## src/rtl/perf_event_counter.sv

```systemverilog
// Performance-monitor counters for the WISC-S15 core: one cycle counter plus
// NUM_EVENTS level/edge event channels, freeze on HALT, registered read port.
module perf_event_counter #(
    parameter int unsigned           NUM_EVENTS = 6,
    parameter int unsigned           CNT_WIDTH  = 32,
    parameter int unsigned           SATURATE   = 1,
    parameter logic [NUM_EVENTS-1:0] EDGE_MASK  = 6'b110000
) (
    input  logic                  clk,
    input  logic                  rst,
    input  logic                  start,
    input  logic                  clear,
    input  logic                  hlt,
    input  logic [NUM_EVENTS-1:0] event_in,
    input  logic                  rd_en,
    input  logic [3:0]            rd_sel,
    output logic [CNT_WIDTH-1:0]  rd_data,
    output logic                  rd_valid,
    output logic [NUM_EVENTS:0]   ovf,
    output logic [1:0]            state_o
);

    localparam int unsigned NCNT = NUM_EVENTS + 1;

    typedef enum logic [1:0] {
        IDLE     = 2'd0,
        COUNTING = 2'd1,
        FROZEN   = 2'd2
    } state_t;

    state_t                r_state;
    state_t                w_next;
    logic [CNT_WIDTH-1:0]  r_cnt [NCNT];
    logic [NCNT-1:0]       r_ovf;
    logic [NCNT-1:0]       w_inc;
    logic [NUM_EVENTS-1:0] r_prev;
    logic                  w_count_en;
    logic [CNT_WIDTH-1:0]  w_rd_mux;

    always_comb begin
        w_next = r_state;
        case (r_state)
            IDLE: begin
                if (hlt)        w_next = FROZEN;
                else if (start) w_next = COUNTING;
            end
            COUNTING: if (hlt) w_next = FROZEN;
            FROZEN:   w_next = FROZEN;
            default:  w_next = IDLE;
        endcase
        if (clear) w_next = IDLE;
    end

    always_ff @(posedge clk) begin
        if (rst) r_state <= IDLE;
        else     r_state <= w_next;
    end

    // Index 0 is the cycle counter; index i+1 is event channel i.
    always_comb begin
        w_count_en = (r_state == COUNTING) && !hlt;
        w_inc      = '0;
        w_inc[0]   = w_count_en;
        for (int unsigned i = 0; i < NUM_EVENTS; i++) begin
            w_inc[i+1] = w_count_en && event_in[i] && !(EDGE_MASK[i] && r_prev[i]);
        end
    end

    always_ff @(posedge clk) begin
        if (rst || clear) begin
            for (int unsigned i = 0; i < NCNT; i++) r_cnt[i] <= '0;
            r_ovf <= '0;
        end else begin
            for (int unsigned i = 0; i < NCNT; i++) begin
                if (w_inc[i]) begin
                    if (&r_cnt[i]) begin
                        r_ovf[i] <= 1'b1;
                        if (SATURATE == 0) r_cnt[i] <= '0;
                    end else begin
                        r_cnt[i] <= r_cnt[i] + CNT_WIDTH'(1);
                    end
                end
            end
        end
    end

    // Edge history is cleared only by rst, so a level held across clear is not recounted.
    always_ff @(posedge clk) begin
        if (rst) r_prev <= '0;
        else     r_prev <= event_in;
    end

    always_comb begin
        w_rd_mux = '0;
        for (int unsigned i = 0; i < NCNT; i++) begin
            if (32'(rd_sel) == i) w_rd_mux = r_cnt[i];
        end
    end

    always_ff @(posedge clk) begin
        if (rst) begin
            rd_data  <= '0;
            rd_valid <= 1'b0;
        end else begin
            rd_valid <= rd_en;
            if (rd_en) rd_data <= w_rd_mux;
        end
    end

    assign ovf     = r_ovf;
    assign state_o = r_state;

endmodule

```

## config.mk

```make
export PLATFORM = sky130hd
export DESIGN_NAME = perf_event_counter
export DESIGN_NICKNAME = d
export VERILOG_FILES = /design/src/rtl/perf_event_counter.sv
export SDC_FILE = /design/constraint.sdc
export NUM_CORES = 1
export LEC_CHECK = 0
export CORE_MARGIN = 5
export CORE_UTILIZATION = 55
export CTS_CLUSTER_SIZE = 10
export DETAILED_ROUTE_END_ITERATION = 10
export GPL_TIMING_DRIVEN = 1
export HOLD_SLACK_MARGIN = 0.02
export PLACE_DENSITY = 0.76
export SYNTH_ARGS = -nofsm -noshare
export SYNTH_HDL_FRONTEND = slang
export SYNTH_SLANG_ARGS = --single-unit
```

## constraint.sdc

```tcl
create_clock -name clk -period 3.7 [get_ports clk]
set_input_delay 0.74 -clock clk [delete_from_list [all_inputs] [get_ports clk]]
set_output_delay 0.74 -clock clk [all_outputs]
set_load 0.02 [all_outputs]
```

==> run metrics, run 1 <==
Seq/Total Area, Yosys 0.487; relative slew slack 0.161; Post-Synthesis Cells 1569; Clock Tree Buf Depth 3; initial DRC count 1735; Hold Path Sink ovf[6]$_SDFFE_PP0P_; CTS tree built; largest net degree at the start of global routing 38; I/O pin count 58; Clock Latency Late Sink 0.51 ns; CTS buffer count 34; commonest non-fill, non-tap cell in the layout nor2_1; crit path cell chain ha_1, nand4_1, nor3_1, nand3_1, o21ai_2, nor2_1; Worst setup startpoint r_cnt[5][0]$_SDFFCE_PN0P_; Post-DP Area 16700 µm²; Util after Layout 0.633; Pleak 5.76 nW; Peak Freq 324 MHz; via/cell ratio 6.36; cell family with most CP delay compound AO/OA/AOI/OAI gates; Peak VDD IR 0.000318 V; max-slew violations 0; endpoints failing hold 0; post-route ant nets 0; Worst Hold Class reg -> reg; most frequent cells in the layout nor2_1 (265), edfxtp_1 (224), nand2_1 (141), xor2_1 (123), nand3_1 (97); Worst Reg2Reg Path Length in Cells 6; die area 31900 µm²; Clock Pin Slew Worst Setup and Hold Paths 0.06 ns; Post-DP HPWL 30.2 mm; reg2reg end r_cnt[5][8]$_SDFFCE_PN0P_; vias in the first global route 11800; Chip Width 179 µm; worst-margin pin slew 1.26 ns; Startpoint Class flop; total of max-cap violations 0; syn nets 1595; Die Height 179 µm; FP Rows 61; hold depth 2; area of the multi-input gates 7650 µm²; area grow syn2layout 13.2%; worst hold margin 0.459 ns; switch share 0.242; Ys Warns 0; gpl congestion 0.951; first-pass GRT wire length 66.0 mm; top_reg_cell synth edfxtp_1; CP peak stage delay 1.07 ns; cell area after layout 17700 µm²; Int Pwr 5.39 mW; Worst path slowest cell o21ai_2; worst hold start ovf[6]$_SDFFE_PP0P_; Final Worst Setup Slack 0.610 ns; part of the power in registers 0.507; post-synthesis register bit count 268; via count 12800; Core Region 27900 µm²; Synth Cell Area 15600 µm²; post-CTS setup buffer count 0; initial antenna violation count 1; Comb pwr share 0.064; Final min period 3.09 ns; CP arrival 3.29 ns; RR Startpoint r_cnt[5][0]$_SDFFCE_PN0P_; share of total power in the clock network 0.429; worst-path fanout max 29; RSZ-0062 raised after global routing no; Avg Cell Area, Syn 9.96 µm²; clk sinks 268; Post-synth EDFFs 224; setup TNS 0 ns; Register Area 7610 µm²; port bufs 57; power per cell area 403 nW/µm²; total track usage 0.264; async set-reset flop share out of synthesis 0; clock skew 0.0173 ns; # hold bufs at CTS 0; drc violations 0; final worst path period share 0.835; Psw 1.73 mW; status finished clean; Post-Place Worst Slack 0.630 ns; Distinct cells, synth 64; Worst setup EP type flop; WS Path Type reg -> reg; Initial Util 0.559; grt ovf 0; Final #Nets 1639; CTS resizes 0; Antenna Cells 0; Setup violations, final 0; fillers 2274; DRT Wirelength 42.4 mm; drt first pass iters 5; H-tree depth 2; r2r setup slk 0.61 ns; Clock Root Buffer clkbuf_16; worst path bufs/invs 0; Data required, critical path 3.90 ns; share of layout cells above drive strength 1 0.0824; WL per Instance 21.0 µm
[sequential cells by signal, summed over array words and instances (netlist names)]
signal / flops
r_prev: 2
rd_valid: 1
r_cnt: 224
state_o: 2
rd_data: 32
ovf: 7
[power by group through the flow]
stage / sequential (mW) / combinational [mW] / clock (mW)
after floorplan: 3.60 / 0.290 / 0
after global placement: 3.66 / 0.440 / 0
after detailed placement: 3.66 / 0.450 / 0
after CTS: 3.60 / 0.454 / 3.09
after global routing: 3.62 / 0.492 / 3.22
final: 3.61 / 0.455 / 3.06
[metal layers]
layer | global-route usage | share of wire | wire length (µm) | vias to the layer above
met5 | 0 | 0.00031 | 13 | -
met3 | 0.0515 | 0.10 | 4270 | 138
met1 | 0.389 | 0.42 | 17900 | 6165
li1 | - | - | - | 5857
met4 | 0.107 | 0.045 | 1890 | 2
met2 | 0.382 | 0.43 | 18300 | 662
[worst max-delay path by stage]
stage,end,slack [ns],depth (start not counted)
floorplan,r_cnt[6][0]$_SDFFCE_PP0P_,0.20,5
global placement,rd_data[25]$_SDFFE_PP0P_,0.65,8
detailed placement,rd_data[25]$_SDFFE_PP0P_,0.63,8
CTS,r_cnt[2][28]$_SDFFCE_PN0P_,0.64,5
global route,r_cnt[4][21]$_SDFFCE_PN0P_,0.44,6
finish,r_cnt[5][8]$_SDFFCE_PN0P_,0.61,6
[cell families (layout without fill, tap and decap cells)]
kind of cell,count (synthesis),in the layout,synth area share
XOR/XNOR,183,183,0.103
AND/OR/NAND/NOR,774,774,0.256
flip-flops,268,268,0.487
buffers and inverters,105,174,0.0299
multiplexers,33,33,0.0252
AO/OA/AOI/OAI,196,196,0.0918
adder cells (fa/ha/maj),10,10,0.00801
[Yosys cell counts, drive strengths merged, types with 9 or more instances]
library cell  instances  area share
edfxtp              224        0.43
nand3               100       0.033
a311o                24       0.015
a21oi                25      0.0080
dfxtp                44       0.056
nor4                 19       0.014
nor2                267       0.064
nand2b               30       0.012
ha                   10      0.0080
clkbuf               39      0.0094
and3                 27       0.011
mux2i                28       0.018
xor2                123       0.069
inv                  22      0.0053
or3                  21      0.0084
nand4                77       0.035
o21a                  9      0.0043
buf                  43       0.014
and4                 20       0.011
nand2               143       0.035
a221oi               30       0.017
o21ai                51       0.016
nor3                 33       0.013
nor2b                10      0.0040
xnor2                60       0.034
o2bb2ai              24       0.013
[final cells by class]
type	count	area share
clock inverter	4	0.00149
inverter	23	0.00566
clock buffer	57	0.0553
sequential	268	0.430
multi-input combinational	1196	0.433
timing repair buffer	90	0.0478
tap	378	0.0267
[tightest hold or removal path, delay by kind of cell (launching register included)]
kind	cells	cell delay, ns
AO/OA/AOI/OAI	1	0.05
AND/OR/NAND/NOR	1	0.05
flip-flops	1	0.33
[stage by stage]
stage | std cells | power (mW)
after CTS | 2015 | 7.14
final | 2016 | 7.12
after floorplan | 1569 | 3.89
after global placement | 1954 | 4.10
after detailed placement | 1954 | 4.11
after global routing | 2016 | 7.33
Power figures use the tool's default switching activity.
==> inputs of run 2 (changes only) <==
- PLACE_DENSITY: 0.76 -> 0.73
- clock period: 3.7 -> 3.2 ns (I/O delays scaled with it)
==> run metrics, run 2 (same netlist as run 1, synthesis figures left out) <==
initial DRC count 1425; grt ovf 0; Final Worst Setup Slack 0.413 ns; drt first pass iters 6; Final min period 2.79 ns; fillers 2269; total of max-cap violations 0; CTS tree built; Clock Tree Buf Depth 3; via/cell ratio 6.21; register name with the most flops r_cnt; crit path cell chain nand4_1, nor2_1, nand4_2, o21bai_2, buf_4, nor2_1; Peak VDD IR 0.000376 V; Clock Pin Slew Worst Setup and Hold Paths 0.06 ns; Antenna Cells 0; Worst path slowest cell o21bai_2; worst-path fanout max 22; cell family with most CP delay simple AND/OR/NAND/NOR gates; Worst setup startpoint r_cnt[2][7]$_SDFFCE_PN0P_; max-slew violations 0; Worst setup EP type flop; CTS resizes 0; vias in the first global route 11800; Die Height 179 µm; Clock Root Buffer clkbuf_16; Setup violations, final 0; first-pass GRT wire length 67.0 mm; WS Path Type reg -> reg; RSZ-0062 raised after global routing no; Startpoint Class flop; Core Region 27900 µm²; most frequent cells in the layout nor2_1 (265), edfxtp_1 (224), nand2_1 (141), xor2_1 (123), nand3_1 (97); initial antenna violation count 0; Final #Nets 1651; total track usage 0.268; FP Rows 61; Initial Util 0.559; Post-DP HPWL 31.1 mm; I/O pin count 58; worst hold start ovf[4]$_SDFFE_PP0P_; clock skew 0.0234 ns; largest net degree at the start of global routing 38; Pleak 5.77 nW; # hold bufs at CTS 0; final worst path period share 0.871; worst hold margin 0.461 ns; max reg flops 224; post-route ant nets 0; area grow syn2layout 13.2%; hold depth 1; Worst Hold Class reg -> reg; Chip Width 179 µm; worst-margin pin slew 1.17 ns; CP peak stage delay 0.76 ns; Peak Freq 359 MHz; post-CTS setup buffer count 0; status finished clean; die area 31900 µm²; share of layout cells above drive strength 1 0.0873; endpoints failing hold 0; commonest non-fill, non-tap cell in the layout nor2_1; r2r setup slk 0.41 ns; RR Startpoint r_cnt[2][7]$_SDFFCE_PN0P_; gpl congestion 0.934; Data required, critical path 3.51 ns; DRT Wirelength 42.6 mm; Post-Place Worst Slack 0.396 ns; port bufs 57; WL per Instance 21.0 µm; Worst Reg2Reg Path Length in Cells 6; relative slew slack 0.222; clk sinks 268; Worst path depth 6; power per cell area 448 nW/µm²; via count 12600; Most common cell on crit path nor2_1; H-tree depth 1; CP arrival 3.10 ns; setup TNS 0 ns; drc violations 0; CTS buffer count 31; Clock Latency Late Sink 0.57 ns; worst path bufs/invs 1
[run 2: area by class of cell]
type	count	area (µm²)	share of cell area
well taps	378	473	0.0267
inverters	23	100	0.00566
clock inverters	2	13.8	0.000778
flip-flops and latches	268	7610	0.430
repair buffers	105	963	0.0545
multi-input cells	1196	7650	0.433
clock buffers	56	880	0.0497
[run 2: metal layers]
layer | track usage | wire (µm) | part of all wire
met1 | 0.403 | 18300 | 0.43
met2 | 0.378 | 17900 | 0.42
met5 | 0 | 0 | 0
met4 | 0.101 | 1720 | 0.040
met3 | 0.0593 | 4760 | 0.11
[run 2: worst paths after layout]
check                               endpoint
hold / removal           ovf[4]$_SDFFE_PP0P_
hold reg to reg          ovf[4]$_SDFFE_PP0P_
setup reg to reg  r_cnt[2][15]$_SDFFCE_PN0P_
setup / recovery  r_cnt[2][15]$_SDFFCE_PN0P_
[run 2: power breakdown]
group / internal [mW] / leakage, nW / switching (mW)
Combinational: 0.224 / 2.49 / 0.309
Sequential: 3.94 / 2.86 / 0.247
Clock: 1.83 / 0.426 / 1.38
Total: 5.99 / 5.77 / 1.94
[run 2: per-stage QoR]
stage	total power [mW]	area, µm²	std cells	utilization
2_1_floorplan	4.50	15600	1569	-
3_3_place_gp	4.75	16800	1970	0.601
3_5_place_dp	4.77	16800	1970	0.601
4_1_cts	7.95	17700	2028	0.633
5_1_grt	8.19	17700	2028	0.633
6_report	7.93	17700	2028	0.633
[run 2: worst reg2reg max path, delay by kind of cell, from the launching register on]
kind	cells	cell delay, ns
buffers and inverters	1	0.31
AND/OR/NAND/NOR	4	0.99
flip-flops	1	0.48
AO/OA/AOI/OAI	1	0.76
==> inputs of run 3 (changes only) <==
- GPL_ROUTABILITY_DRIVEN: unset -> 0
==> run metrics, run 3 (same netlist as run 1, synthesis figures left out) <==
WL per Instance 20.7 µm; drc violations 0; largest net degree at the start of global routing 39; Clock Latency Late Sink 0.55 ns; WS Path Type reg -> reg; via count 12600; vias in the first global route 11700; RSZ-0062 raised after global routing no; first-pass GRT wire length 65.8 mm; CTS buffer count 31; Psw 1.92 mW; Pleak 5.76 nW; H-tree depth 1; CTS tree built; most frequent cells in the layout nor2_1 (265), edfxtp_1 (224), nand2_1 (141), xor2_1 (123), nand3_1 (97); clock skew 0.0101 ns; Final min period 2.77 ns; clk sinks 268; I/O pin count 58; r2r setup slk 0.43 ns; Comb pwr share 0.067; area grow syn2layout 13.0%; CP arrival 3.02 ns; initial DRC count 1576; register name with the most flops r_cnt; relative slew slack 0.194; total track usage 0.262; Core Region 27900 µm²; overall power 7.93 mW; worst-path fanout max 29; max reg flops 224; Chip Width 179 µm; Clock Root Buffer clkbuf_16; reg2reg end r_cnt[5][19]$_SDFFCE_PN0P_; status finished clean; setup TNS 0 ns; part of the power in registers 0.527; fillers 2294; Worst Reg2Reg Path Length in Cells 6; max-slew violations 0; Worst setup EP type flop; switch share 0.242; Data required, critical path 3.45 ns; FP Rows 61; Initial Util 0.559; total of max-cap violations 0; endpoints failing hold 0; Peak Freq 362 MHz; Post-DP HPWL 30.6 mm; worst hold start ovf[6]$_SDFFE_PP0P_; post-CTS setup buffer count 0; # hold bufs at CTS 0; via/cell ratio 6.22; Startpoint Class flop; drt first pass iters 5; Die Height 179 µm; grt ovf 0; commonest non-fill, non-tap cell in the layout nor2_1; Setup violations, final 0; power per cell area 449 nW/µm²; Int Pwr 6.00 mW; worst-margin pin slew 1.21 ns; post-route ant nets 0; Clock Pin Slew Worst Setup and Hold Paths 0.06 ns; Util after Layout 0.632; RR Startpoint r_cnt[5][0]$_SDFFCE_PN0P_; port bufs 57; Hold Path Sink ovf[6]$_SDFFE_PP0P_; Peak VDD IR 0.000363 V; Worst setup startpoint r_cnt[5][0]$_SDFFCE_PN0P_; CTS resizes 0; initial antenna violation count 1; share of layout cells above drive strength 1 0.0873; Worst Hold Class reg -> reg; share of total power in the clock network 0.406; Clock Tree Buf Depth 3; hold depth 2; DRT Wirelength 42.1 mm; final worst path period share 0.864; Final #Nets 1651; die area 31900 µm²
-- run 3: changes by cell type in the layout (fill, tap and decap cells not counted) --
cell	previous run	this run
clkbuf_8	1	2
buf_12	3	0
diode_2	0	1
clkbuf_1	24	23
inv_6	1	0
buf_4	45	48
-- run 3: worst max-delay path by stage --
stage,end,cells past startpoint,slack [ns]
floorplan,r_cnt[2][0]$_SDFFCE_PN0P_,6,0.06
global placement,rd_data[21]$_SDFFE_PP0P_,6,0.38
detailed placement,rd_data[23]$_SDFFE_PP0P_,6,0.37
CTS,r_cnt[5][19]$_SDFFCE_PN0P_,6,0.47
global route,r_cnt[5][19]$_SDFFCE_PN0P_,6,0.23
finish,r_cnt[5][19]$_SDFFCE_PN0P_,6,0.43
-- run 3: through the flow --
stage	cell area, µm²	setup slack, ns	instances	hold slack, ns
final	17700	0.434	2028	0.464
after global routing	17700	0.228	2028	0.498
after CTS	17700	0.469	2027	0.467
after detailed placement	16800	0.369	1970	0.449
after global placement	16800	0.382	1970	0.435
after floorplan	15600	0.0573	1569	0.530
-- run 3: routing by layer --
metal,routed length [µm],share of wire,up-vias,track usage
met3,4190,0.10,78,0.0471
met5,0,0,-,0
met2,18400,0.44,565,0.388
li1,-,-,5874,-
met4,1510,0.036,0,0.0870
met1,18000,0.43,6101,0.390
-- run 3: worst max-delay path, cell delays in order (launching register included) --
cell      delay, ns
edfxtp_1       0.41
ha_1           0.23
nand4_1        0.19
nor3_1         0.34
nand3_1        0.17
o21ai_2        0.97
nor2_1         0.14
-- run 3: cell type report --
cell class	count	area, µm²	area share
sequential	268	7610	0.431
clock buffer	56	890	0.0504
antenna	1	2.50	0.000142
multi-input combinational	1196	7650	0.433
tap	378	473	0.0268
clock inverter	1	5.00	0.000283
timing repair buffer	105	926	0.0524
inverter	23	100	0.00567
-- run 3: power by group through the flow --
stage / registers (mW) / logic, mW / clock network [mW]
after CTS: 4.16 / 0.528 / 3.26
after floorplan: 4.17 / 0.336 / 0
final: 4.17 / 0.530 / 3.22
after global routing: 4.19 / 0.575 / 3.39
after detailed placement: 4.23 / 0.525 / 0
after global placement: 4.23 / 0.515 / 0
